`config.mk`:
```
export PLATFORM = sky130hd
export DESIGN_NAME = dmem_arbiter
export DESIGN_NICKNAME = d
export VERILOG_FILES = /design/src/rtl/dmem_arbiter.sv
export SDC_FILE = /design/constraint.sdc
export NUM_CORES = 1
export LEC_CHECK = 0
export BUFFER_PORTS_ARGS = -buffer_cell sky130_fd_sc_hd__buf_4
export CAP_MARGIN = 0
export CORE_AREA = 2 2 120 122
export DETAILED_ROUTE_END_ITERATION = 16
export DIE_AREA = 0 0 122 124
export GPL_TIMING_DRIVEN = 1
export HOLD_SLACK_MARGIN = 0.12
export PLACE_DENSITY = 0.55
export SETUP_SLACK_MARGIN = 0.5
export SYNTH_ARGS = -nofsm -noshare
export SYNTH_HDL_FRONTEND = slang
export SYNTH_SLANG_ARGS = --single-unit
```
`constraint.sdc`:
```
create_clock -name clk -period 5.2 [get_ports clk]
set_input_delay 0 -clock clk [delete_from_list [all_inputs] [get_ports clk]]
set_output_delay 0 -clock clk [all_outputs]
set_load 0.005 [all_outputs]
```
`src/rtl/dmem_arbiter.sv`:
```
// dmem_arbiter
// Two-master, one-slave arbiter for the data-memory request/response bus
// between the pipeline memory stage (master 0) and the dcache (slave).
// Master 1 is a secondary requester such as a debug or DMA port.
//
// Master 0 has fixed priority. A wait counter bounds how long master 1 can
// be refused: once it reaches MAX_WAIT, master 1 wins the next arbitration.
// While the slave stalls a granted access, the grant is locked to that
// master so the slave always sees a stable request.
//
// Ports:
//   clk, rst          clock and synchronous active-high reset
//   m0_* / m1_*       per-master request (addr, rd, wr, wdata, be) and
//                     response (rdata, hold, rvalid)
//   s_*               slave request (addr, rd, wr, wdata, be) and
//                     response (rdata, hold)
//
// Parameters:
//   MAX_WAIT          refusals tolerated for master 1 (1..255)
//   CNT_W             wait counter width, must be able to hold MAX_WAIT

module dmem_arbiter #(
    parameter int MAX_WAIT = 7,
    parameter int CNT_W    = 8
) (
    input  logic        clk,
    input  logic        rst,

    input  logic [31:0] m0_addr,
    input  logic        m0_rd,
    input  logic        m0_wr,
    input  logic [31:0] m0_wdata,
    input  logic [3:0]  m0_be,
    output logic [31:0] m0_rdata,
    output logic        m0_hold,
    output logic        m0_rvalid,

    input  logic [31:0] m1_addr,
    input  logic        m1_rd,
    input  logic        m1_wr,
    input  logic [31:0] m1_wdata,
    input  logic [3:0]  m1_be,
    output logic [31:0] m1_rdata,
    output logic        m1_hold,
    output logic        m1_rvalid,

    output logic [31:0] s_addr,
    output logic        s_rd,
    output logic        s_wr,
    output logic [31:0] s_wdata,
    output logic [3:0]  s_be,
    input  logic [31:0] s_rdata,
    input  logic        s_hold
);

    // Lock state: which master, if any, owns the slave across a stall.
    typedef enum logic [1:0] {
        LOCK_NONE = 2'd0,
        LOCK_M0   = 2'd1,
        LOCK_M1   = 2'd2
    } lock_state_t;

    lock_state_t      lock_state;
    lock_state_t      lock_next;
    logic             lock_valid;
    logic             lock_id;

    logic             req0;
    logic             req1;
    logic             grant_valid;
    logic             grant_id;
    logic             granted_req;
    logic             acc;
    logic             acc1;
    logic             wait_full;
    logic [CNT_W-1:0] wait_cnt;
    logic [1:0]       rvalid_q;

    assign req0       = m0_rd | m0_wr;
    assign req1       = m1_rd | m1_wr;
    assign lock_valid = (lock_state != LOCK_NONE);
    assign lock_id    = (lock_state == LOCK_M1);
    assign wait_full  = (wait_cnt == CNT_W'(MAX_WAIT));

    // Same-cycle arbitration. A lock wins outright, even if its owner has
    // dropped the request; otherwise master 0 wins unless master 1 has
    // waited long enough or master 0 is idle.
    always_comb begin
        grant_valid = 1'b0;
        grant_id    = 1'b0;
        if (lock_valid) begin
            grant_valid = 1'b1;
            grant_id    = lock_id;
        end else if (req1 && (!req0 || wait_full)) begin
            grant_valid = 1'b1;
            grant_id    = 1'b1;
        end else if (req0) begin
            grant_valid = 1'b1;
            grant_id    = 1'b0;
        end
    end

    // Slave request mux. With no grant the data path idles on master 0 and
    // both strobes are forced low.
    always_comb begin
        s_addr  = m0_addr;
        s_wdata = m0_wdata;
        s_be    = m0_be;
        s_rd    = 1'b0;
        s_wr    = 1'b0;
        if (grant_valid && grant_id) begin
            s_addr  = m1_addr;
            s_wdata = m1_wdata;
            s_be    = m1_be;
        end
        if (grant_valid) begin
            s_rd = grant_id ? m1_rd : m0_rd;
            s_wr = grant_id ? m1_wr : m0_wr;
        end
    end

    assign granted_req = grant_valid & (grant_id ? req1 : req0);
    assign acc         = granted_req & ~s_hold;
    assign acc1        = acc & grant_id;

    // The core freezes on any slave stall, so s_hold reaches master 0 even
    // when it is idle. Master 1 only stalls while it has a request.
    assign m0_hold = s_hold | (req0 & ~(grant_valid & ~grant_id));
    assign m1_hold = req1 & (s_hold | ~(grant_valid & grant_id));

    // Lock state register.
    always_ff @(posedge clk) begin
        if (rst) begin
            lock_state <= LOCK_NONE;
        end else begin
            lock_state <= lock_next;
        end
    end

    // Any cycle the slave accepts releases the lock; a stalled request from
    // the granted master captures it. A stall without a granted request
    // leaves the lock unchanged.
    always_comb begin
        lock_next = lock_state;
        if (!s_hold) begin
            lock_next = LOCK_NONE;
        end else if (granted_req) begin
            lock_next = grant_id ? LOCK_M1 : LOCK_M0;
        end
    end

    // Master 1 starvation counter, saturating at MAX_WAIT.
    always_ff @(posedge clk) begin
        if (rst) begin
            wait_cnt <= '0;
        end else if (!req1 || acc1) begin
            wait_cnt <= '0;
        end else if (!wait_full) begin
            wait_cnt <= wait_cnt + CNT_W'(1);
        end
    end

    // Read-valid pulses. A stalled return cycle keeps its pending flag so
    // the pulse appears once the slave releases s_hold with the data.
    always_ff @(posedge clk) begin
        if (rst) begin
            rvalid_q <= 2'b00;
        end else if (!s_hold) begin
            rvalid_q <= {acc & grant_id & m1_rd, acc & ~grant_id & m0_rd};
        end
    end

    assign m0_rvalid = rvalid_q[0] & ~s_hold;
    assign m1_rvalid = rvalid_q[1] & ~s_hold;
    assign m0_rdata  = s_rdata;
    assign m1_rdata  = s_rdata;

endmodule

```
==> results of run 1 <==
worst max-delay path: stages (launching register included):
cell and delay (ns):
dfxtp_1 0.40, ha_1 0.26, nor4b_4 0.26, nand3_2 0.23
a221o_4 0.79, mux2_2 0.46, buf_4 0.15
synthesized netlist by cell type (2+ instances only):
cell type / count / area [µm²]
buf_4: 64 / 480
mux2_2: 48 / 541
mux2_4: 20 / 300
dfxtp_1: 12 / 240
nor2_1: 12 / 45.0
nand3_1: 5 / 25.0
xor2_1: 5 / 43.8
buf_2: 4 / 20.0
buf_6: 3 / 33.8
nand2_1: 3 / 11.3
a21o_1: 2 / 15.0
a21oi_1: 2 / 10.0
a22o_1: 2 / 17.5
and3_1: 2 / 12.5
inv_1: 2 / 7.51
nor2b_1: 2 / 12.5
nor3b_1: 2 / 15.0
nor4_1: 2 / 12.5
o2bb2ai_1: 2 / 17.5
xnor2_1: 2 / 17.5
final timing paths:
| kind | start | cells past startpoint | to |
|---|---|---|---|
| worst max register to register | wait_cnt[0] | 5 | wait_cnt[2] |
| worst max-delay path | wait_cnt[0] | 6 | s_be[3] |
| worst min-delay path | m1_rd | 3 | rvalid_q[1] |
| worst min register to register | rvalid_q[0] | 2 | rvalid_q[0] |
stage by stage:
| stage | std cells | utilization (%) | total power [mW] | hold WS [ns] |
|---|---|---|---|---|
| floorplan | 210 | - | 0.241 | 0.0808 |
| global placement | 533 | 24.2 | 0.365 | 0.0000507 |
| detailed placement | 533 | 24.2 | 0.366 | 0.0000507 |
| CTS | 573 | 27.5 | 0.558 | 0.159 |
| global route | 573 | 27.5 | 0.583 | 0.174 |
| finish | 573 | 27.5 | 0.551 | 0.161 |
cell type report:
class / count / share of cell area [%]
timing repair buffer: 252 / 52.5
multi-input combinational: 123 / 32.6
sequential: 12 / 6.37
tap: 180 / 5.97
clock buffer: 4 / 2.35
inverter: 2 / 0.199
layer usage:
layer | vias to the layer above | GRT usage [%] | share of wire, %
li1 | 1041 | - | -
met1 | 1000 | 10.6 | 38
met2 | 135 | 16.0 | 54
met3 | 0 | 1.69 | 8.3
met4 | 0 | 0.503 | 0
met5 | - | 0 | 0
flip-flops by register name, summed over array words and instances (netlist names):
signal      flops
rvalid_q        2
wait_cnt        8
lock_state      2
cell families (layout without fill, tap and decap cells):
logic type | Yosys count | after routing | synth area share, %
flip-flops | 12 | 12 | 12.0
buffers and inverters | 75 | 258 | 27.4
adder cells (fa/ha/maj) | 1 | 1 | 0.623
AND/OR/NAND/NOR | 32 | 32 | 9.10
AO/OA/AOI/OAI | 14 | 14 | 5.55
XOR/XNOR | 7 | 7 | 3.05
multiplexers | 69 | 69 | 42.4
where the power goes:
part	total, mW	internal [mW]	switching, mW
logic	0.297	0.201	0.0953
clock network	0.156	0.116	0.0401
registers	0.0984	0.0952	0.00322
repair_timing:
action	4_1_cts	5_1_grt
hold endpoints to repair	71	0
setup buffers	0	0
hold buffers	36	0
==> out/metrics.cfg, run 1 <==
[clock_network]
cts_buffers = 3
clock-root-buffer = clkbuf_16
clkSinkCount = 12
cts_resized = 0
htree_num_levels = 1
path_clk_slew_ns = 0.05
insertion_delay_ns = 0.24
cts_tree = built
clk_path_buf_depth = 2

[detailed_routing]
drt-initial-drc-count = 27
vias = 2176
drt.antenna.violating_nets = 0
drtPass1Iterations = 4
avgRoutedWirePerCell_um = 14.1
avgViaCountPerCell = 3.80
wl_mm = 8.08
drcViolationCount = 0

[grt]
grt_pass1_wl_mm = 10.2
antenna_found_initial = 0
grt-ovfl-total = 0
grt_pass1_vias = 2029
track_usage_pct = 8.58
grt_max_degree = 69

[run_status]
status = complete, no violations

[final_layout]
final_cell_mix = buf_4, mux2_2, dlygate4sd3_1
drive_above_1_share_pct = 74.0
multi_input_area_mm2 = 0.00123
layout_commonest_cell = buf_4
fillerInstances = 1407
regArea_um2 = 240
final_cell_area_mm2 = 0.00377
nets = 570
area_growth_pct = 87.9
antenna_cells = 0

[synth]
yosys_most_used_dff = dfxtp_1
yosysWarnings = 0
synthesis.nets = 386
ys_seq_elements = 12
ys_types = 34
synthCells = 210
synth-edff-count = 0
synth_area_mm2 = 0.00201
seq_area_frac_synth_pct = 12.0
ys_async_sr_fraction_pct = 0
syn_area_per_cell_um2 = 9.56

[timing]
tns_ns = 0
worst_pin_slew_ns = 1.13
rsz0062_at_grt = no
finalClockSkew_ns = 0.00179
max_slew_margin_pct = 24.0
max_freq_ghz = 0.354
hold_viol_final = 0
fin_ws_ns = 2.38
post-route-period-util_pct = 54.3
fin_crit_ns = 2.82
setup_viol = 0
slew_violations = 0

[placement]
portBuffers = 216
dp_hpwl_mm = 6.62
post_dp_cell_area_mm2 = 0.00332
dp_slack_ns = 2.65
routabilityCongestion = 0.752

[floorplanning]
chipWidth_um = 122
initial_core_util_pct = 14.6
ioPinCount = 313
die_y_um = 124
rows = 43
core-area_mm2 = 0.0137
die-area_mm2 = 0.0151

[pwr]
peakVddDrop_mv = 0.194
leakagePower_nw = 1.84
power_density_mw_per_mm2 = 146

[setup_path]
worstSetupPathType = reg -> out
arrival_ns = 2.82
r2r_slack_ns = 3.34
crit_required_ns = 5.20
cp-start-kind = register
path_max_fanout = 68
end_kind = output pin

[worst_hold_path]
hp-class = in -> reg

[flow_run]
cap_violations = 0

Power figures use the tool's default switching activity.
==> run 2: changes to the inputs <==
Clock period 5.2 ns to 2.7 ns, I/O delays scaled along.
==> run 2 against run 1 <==
Against the previous run:
- die area did not move
- clock power rose by 99%
- core utilization rose by 1.2 points
- count of clock-buffer cells in the layout did not move
- clock skew fell by 0.0011 ns
- worst hold slack improved by 0.0013 ns
- first-iteration DRC count rose by 26%
- global-route usage rose by 0.87 points
- sequential power rose by 92%
- sequential share of layout area fell by 0.082 points
- critical path depth rose by 2
- non-clock buffer count rose by 10
- critical path type unchanged
- highest routed layer is now met4
==> out/metrics.cfg, run 2 (synthesized netlist as in run 1, its figures left out) <==
[floorplanning]
chipWidth_um = 122
die_y_um = 124
rows = 43
ioPinCount = 313
die-area_mm2 = 0.0151
core-area_mm2 = 0.0137
initial_core_util_pct = 14.6

[timing]
max_freq_ghz = 0.446
post-route-period-util_pct = 83.0
fin_crit_ns = 2.24
tns_ns = 0
finalClockSkew_ns = 0.000677
setup_viol = 0
max_slew_margin_pct = 27.1
worst_pin_slew_ns = 1.08
rsz0062_at_grt = yes
hold_viol_final = 0
hold_ws_ns = 0.162
slew_violations = 0

[pwr]
leakagePower_nw = 1.92
clkPwrFrac_pct = 28.0
p_sw_mw = 0.288
switching_share_pct = 26.0
p_int_mw = 0.820
combPwrFrac_pct = 55.0
power_frac_seq_pct = 17.1
power_density_mw_per_mm2 = 281
peakVddDrop_mv = 0.151

[setup_path]
end_kind = output pin
arrival_ns = 2.24
worst_path_max_delay_cell = a221o_4
crit_required_ns = 2.70
cpPeakStageDelay_ns = 0.45
critical_path.cell_chain = ha_4 > nor4b_4 > nand3_2 > a221o_4 > buf_12 > buf_16 > mux2_2 > buf_4
path_delay_family = compound AO/OA/AOI/OAI gates
worstSetupPathType = reg -> out
cp-start-kind = register
cp_num_buf_inv = 3
path_max_fanout = 10

[placement]
placedCellCount = 536
routabilityCongestion = 0.717
portBuffers = 216
dp_hpwl_mm = 6.99

[clock_network]
clock-root-buffer = clkbuf_16
clk_path_buf_depth = 2
path_clk_slew_ns = 0.05
cts_tree = built
insertion_delay_ns = 0.24
cts_buffers = 3
htree_num_levels = 1
clkSinkCount = 12

[final_layout]
regMostFlops = wait_cnt
area_growth_pct = 96.3
largest_register_ffs = 8
final_core_util_pct = 28.7
fin_cells = 583
drive_above_1_share_pct = 75.7
layout_commonest_cell = buf_4
final_cell_mix = buf_4, mux2_2, dlygate4sd3_1
antenna_cells = 0
reg_top3 = wait_cnt: 8 flops, lock_state: 2 flops, rvalid_q: 2 flops
nets = 580

[grt]
grt_max_degree = 28
grt_pass1_wl_mm = 11.1
grt-ovfl-total = 0
antenna_found_initial = 0
track_usage_pct = 9.45
grt_pass1_vias = 2128

[worst_hold_path]
hp-class = in -> reg

[run_status]
status = complete, no violations

[detailed_routing]
drcViolationCount = 0
drt.antenna.violating_nets = 0
wl_mm = 8.77
avgRoutedWirePerCell_um = 15.0
avgViaCountPerCell = 3.89
drtPass1Iterations = 4
drt-initial-drc-count = 34
vias = 2266

[flow_run]
cap_violations = 0

## run 2: power groups by stage
stage	Sequential (mW)	Combinational (mW)	Clock [mW]
3_3_place_gp	0.192	0.512	0
5_1_grt	0.189	0.651	0.327
4_1_cts	0.189	0.612	0.316
3_5_place_dp	0.193	0.516	0
6_report	0.189	0.609	0.310
2_1_floorplan	0.191	0.273	0
## run 2: what timing repair did
action | 4_1_cts | 5_1_grt
resized for setup | 13 | 0
hold endpoints to repair | 71 | 0
hold buffers | 35 | 0
pin swaps | 0 | 0
setup buffers | 6 | 0
endpoints found under the setup margin | 68 | 69
gates cloned | 2 | 0
## run 2: worst paths after layout
kind	from	endpoint	slack [ns]	depth (start not counted)
hold reg to reg	rvalid_q[1]	rvalid_q[1]	0.46	2
setup reg to reg	wait_cnt[0]	wait_cnt[2]	0.89	7
hold / removal	m1_rd	rvalid_q[1]	0.16	3
setup / recovery	wait_cnt[0]	s_wdata[13]	0.46	8
## run 2: per-layer routing
| layer | global-route usage [%] | part of all wire [%] | vias up |
|---|---|---|---|
| met1 | 11.1 | 37 | 1043 |
| met4 | 2.44 | 0.85 | 0 |
| li1 | - | - | 1061 |
| met3 | 1.51 | 8.5 | 8 |
| met5 | 0 | 0 | - |
| met2 | 17.8 | 54 | 154 |
## run 2: worst min-delay path: stages
cell	delay, ns
buf_4	0.12
nor3b_1	0.13
o2bb2ai_1	0.11
## run 2: cell type report
cell class / instances / area (µm²)
clock buffer: 4 / 88.8
fill: 1418 / 9780
inverter: 2 / 7.51
multi-input combinational: 123 / 1240
sequential: 12 / 248
tap: 180 / 225
timing repair buffer: 262 / 2130
## run 2: through the flow
stage / area, µm² / worst slack [ns] / total power [mW]
floorplan: 2010 / 0.691 / 0.464
global route: 3940 / 0.364 / 1.17
CTS: 3940 / 0.441 / 1.12
finish: 3940 / 0.458 / 1.11
global placement: 3350 / 0.460 / 0.704
detailed placement: 3350 / 0.362 / 0.709
==> run 3: changes to the inputs <==
Settings changed: ABC_AREA from default to 1, CORE_AREA 2 2 120 122 to 2 2 121 123, DIE_AREA 0 0 122 124 to 0 0 123 125.
Clock period 2.7 ns to 2.2 ns, I/O delays scaled along.
==> run 3 against run 2 <==
Against the previous run:
- critical path depth rose by 3
- register-to-register slack got worse by 0.42 ns
- synthesized cell count rose by 76%
- cell count rose by 31%
- setup slack got worse by 0.073 ns
- sequential share of layout area fell by 1.1 points
- highest routed layer unchanged
==> out/metrics.cfg, run 3 <==
[run_status]
status = complete, no violations

[clock_network]
insertion_delay_ns = 0.24
cts_tree = built
clock-root-buffer = clkbuf_16
clk_path_buf_depth = 2
htree_num_levels = 1
cts_buffers = 3
clkSinkCount = 12
path_clk_slew_ns = 0.05

[final_layout]
fillerInstances = 1484
drive_above_1_share_pct = 58.4
area_growth_pct = 140
final_core_util_pct = 33.3
antenna_cells = 0
multi_input_area_mm2 = 0.00148
reg_top3 = wait_cnt: 8 flops, lock_state: 2 flops, rvalid_q: 2 flops
layout_commonest_cell = buf_4
final_cell_mix = buf_4, nand2_1, nand2_2
regMostFlops = wait_cnt
nets = 754
largest_register_ffs = 8
final_cell_area_mm2 = 0.00473
regArea_um2 = 246
fin_cells = 761

[detailed_routing]
wl_mm = 10.9
vias = 2912
drt-initial-drc-count = 90
wl_met1_mm = 4.31
avgRoutedWirePerCell_um = 14.4
drcViolationCount = 0
route.met3.wl_um = 751
avgViaCountPerCell = 3.83
top_layer = met4
drtPass1Iterations = 4
drt.antenna.violating_nets = 0
wl_met2_mm = 5.76

[timing]
max_slew_margin_pct = 79.1
fin_crit_ns = 1.81
tns_ns = 0
slew_violations = 0
finalClockSkew_ns = 0.00200
setup_viol = 0
max_freq_ghz = 0.551
worst_pin_slew_ns = 0.313
rsz0062_at_grt = yes
post-route-period-util_pct = 82.5
fin_ws_ns = 0.385
hold_ws_ns = 0.139
hold_viol_final = 0

[synth]
synthAdderAreaFrac_pct = 0.636
ys_async_sr_fraction_pct = 0
ys_seq_elements = 12
synth.area.mux_share_pct = 0.572
synth_xor_area_share_pct = 2.23
synth_top_area_cell = nand2_1
yosysWarnings = 0
synthCells = 369
ys_types = 23
yosys_most_used_dff = dfxtp_1
yosysMostFrequentCell = nand2_1
yosys.area_share.simple_pct = 52.2
synth_top_family_by_area = simple AND/OR/NAND/NOR gates
synth-edff-count = 0
syn_area_per_cell_um2 = 5.33
synthTopCellsByArea = nand2_1, buf_4, dfxtp_1
synthesis.nets = 545
synth-compound-area-share_pct = 1.14
yosysTopAreaCellShare_pct = 42.7
seq_area_frac_synth_pct = 12.2
synth_area_mm2 = 0.00197
synth_common_cells = nand2_1, buf_4, nor2_1

[setup_path]
r2r_cells = 13
cp_num_buf_inv = 3
cp-start-kind = register
worstSetupPathType = reg -> out
end_kind = output pin
arrival_ns = 1.81
crit_required_ns = 2.20
cp.depth = 11
worst_path_max_delay_cell = dfxtp_2
path_delay_family = simple AND/OR/NAND/NOR gates
critPathLaunch = wait_cnt[0]
path_max_fanout = 5
r2r_slack_ns = 0.47
crit_path_frequent_cell = nand2_2
critical_path.cell_chain = ha_4 > nand3_2 > o21ai_2 > nand2_2 > nand2_4 > nand2_8 > buf_12 > buf_16 > nand2_2 > nand2_1 > buf_4
cpPeakStageDelay_ns = 0.35
r2r_start = wait_cnt[0]

[worst_hold_path]
hp-class = in -> reg
whs_path_depth = 4
hold_start = s_hold

[pwr]
power_frac_seq_pct = 14.5
p_sw_mw = 0.503
switching_share_pct = 31.7
peakVddDrop_mv = 0.311
p_total_mw = 1.59
combPwrFrac_pct = 61.5
power_density_mw_per_mm2 = 335
p_int_mw = 1.08
leakagePower_nw = 2.58
clkPwrFrac_pct = 24.0

[placement]
post_dp_cell_area_mm2 = 0.00332
dp_slack_ns = 0.415
placedCellCount = 696
routabilityCongestion = 0.787
dp_hpwl_mm = 6.66
portBuffers = 216

[grt]
grt_pass1_wl_mm = 14.2
track_usage_pct = 12.1
grt-ovfl-total = 0
antenna_found_initial = 0
grt_max_degree = 36
grt_pass1_vias = 2626

[floorplanning]
core-area_mm2 = 0.0142
initial_core_util_pct = 13.9
die_y_um = 125
chipWidth_um = 123
rows = 44
ioPinCount = 313
die-area_mm2 = 0.0154

[flow_run]
cap_violations = 0

run 3: area by class of cell:
class                      instances  share of cell area [%]
clock buffer                       4                    1.88
inverter                           9                    1.06
multi-input combinational        270                    31.4
sequential                        12                    5.21
tap                              184                    4.87
timing repair buffer             281                    55.4
timing repair inverter             1                   0.238
run 3: worst reg2reg max path, cell delays in order (launching register included):
cell and delay, ns:
dfxtp_2 0.35, ha_4 0.14, nand3_2 0.08, o21ai_2 0.15, nand2_2 0.07, nand2_4 0.09, nand2_8 0.11, buf_12 0.18
buf_16 0.16, nand2_8 0.08, buf_6 0.09, nor2_2 0.02, nand3_1 0.06, nand2_1 0.05
run 3: logic make-up after synthesis:
kind of cell             count (synthesis)
AO/OA/AOI/OAI                            4
adder cells (fa/ha/maj)                  1
XOR/XNOR                                 5
AND/OR/NAND/NOR                        259
flip-flops                              12
multiplexers                             1
buffers and inverters                   87
run 3: worst paths after layout:
| path | to |
|---|---|
| hold / removal | rvalid_q[1] |
| setup reg to reg | rvalid_q[0] |
| hold reg to reg | rvalid_q[0] |
| setup / recovery | s_addr[12] |
run 3: metal layers:
layer | vias up | GRT usage, %
met2 | 158 | 21.6
met1 | 1277 | 14.6
met3 | 10 | 2.19
li1 | 1467 | -
met4 | 0 | 3.01
met5 | - | 0
run 3: power groups by stage:
stage / clock network (mW) / logic, mW / registers, mW
after floorplan: 0 / 0.308 / 0.231
after global placement: 0 / 0.640 / 0.232
after detailed placement: 0 / 0.638 / 0.232
after CTS: 0.385 / 0.859 / 0.230
after global routing: 0.398 / 1.05 / 0.230
final: 0.381 / 0.975 / 0.229
run 3: timing repair:
item                                    4_1_cts  5_1_grt
hold endpoints to repair                     68        0
hold buffers                                 34        0
buffers inserted                             13        2
cloned                                        7        5
pin swaps                                    11       37
gates resized for setup                      67       96
endpoints found under the setup margin       82       76
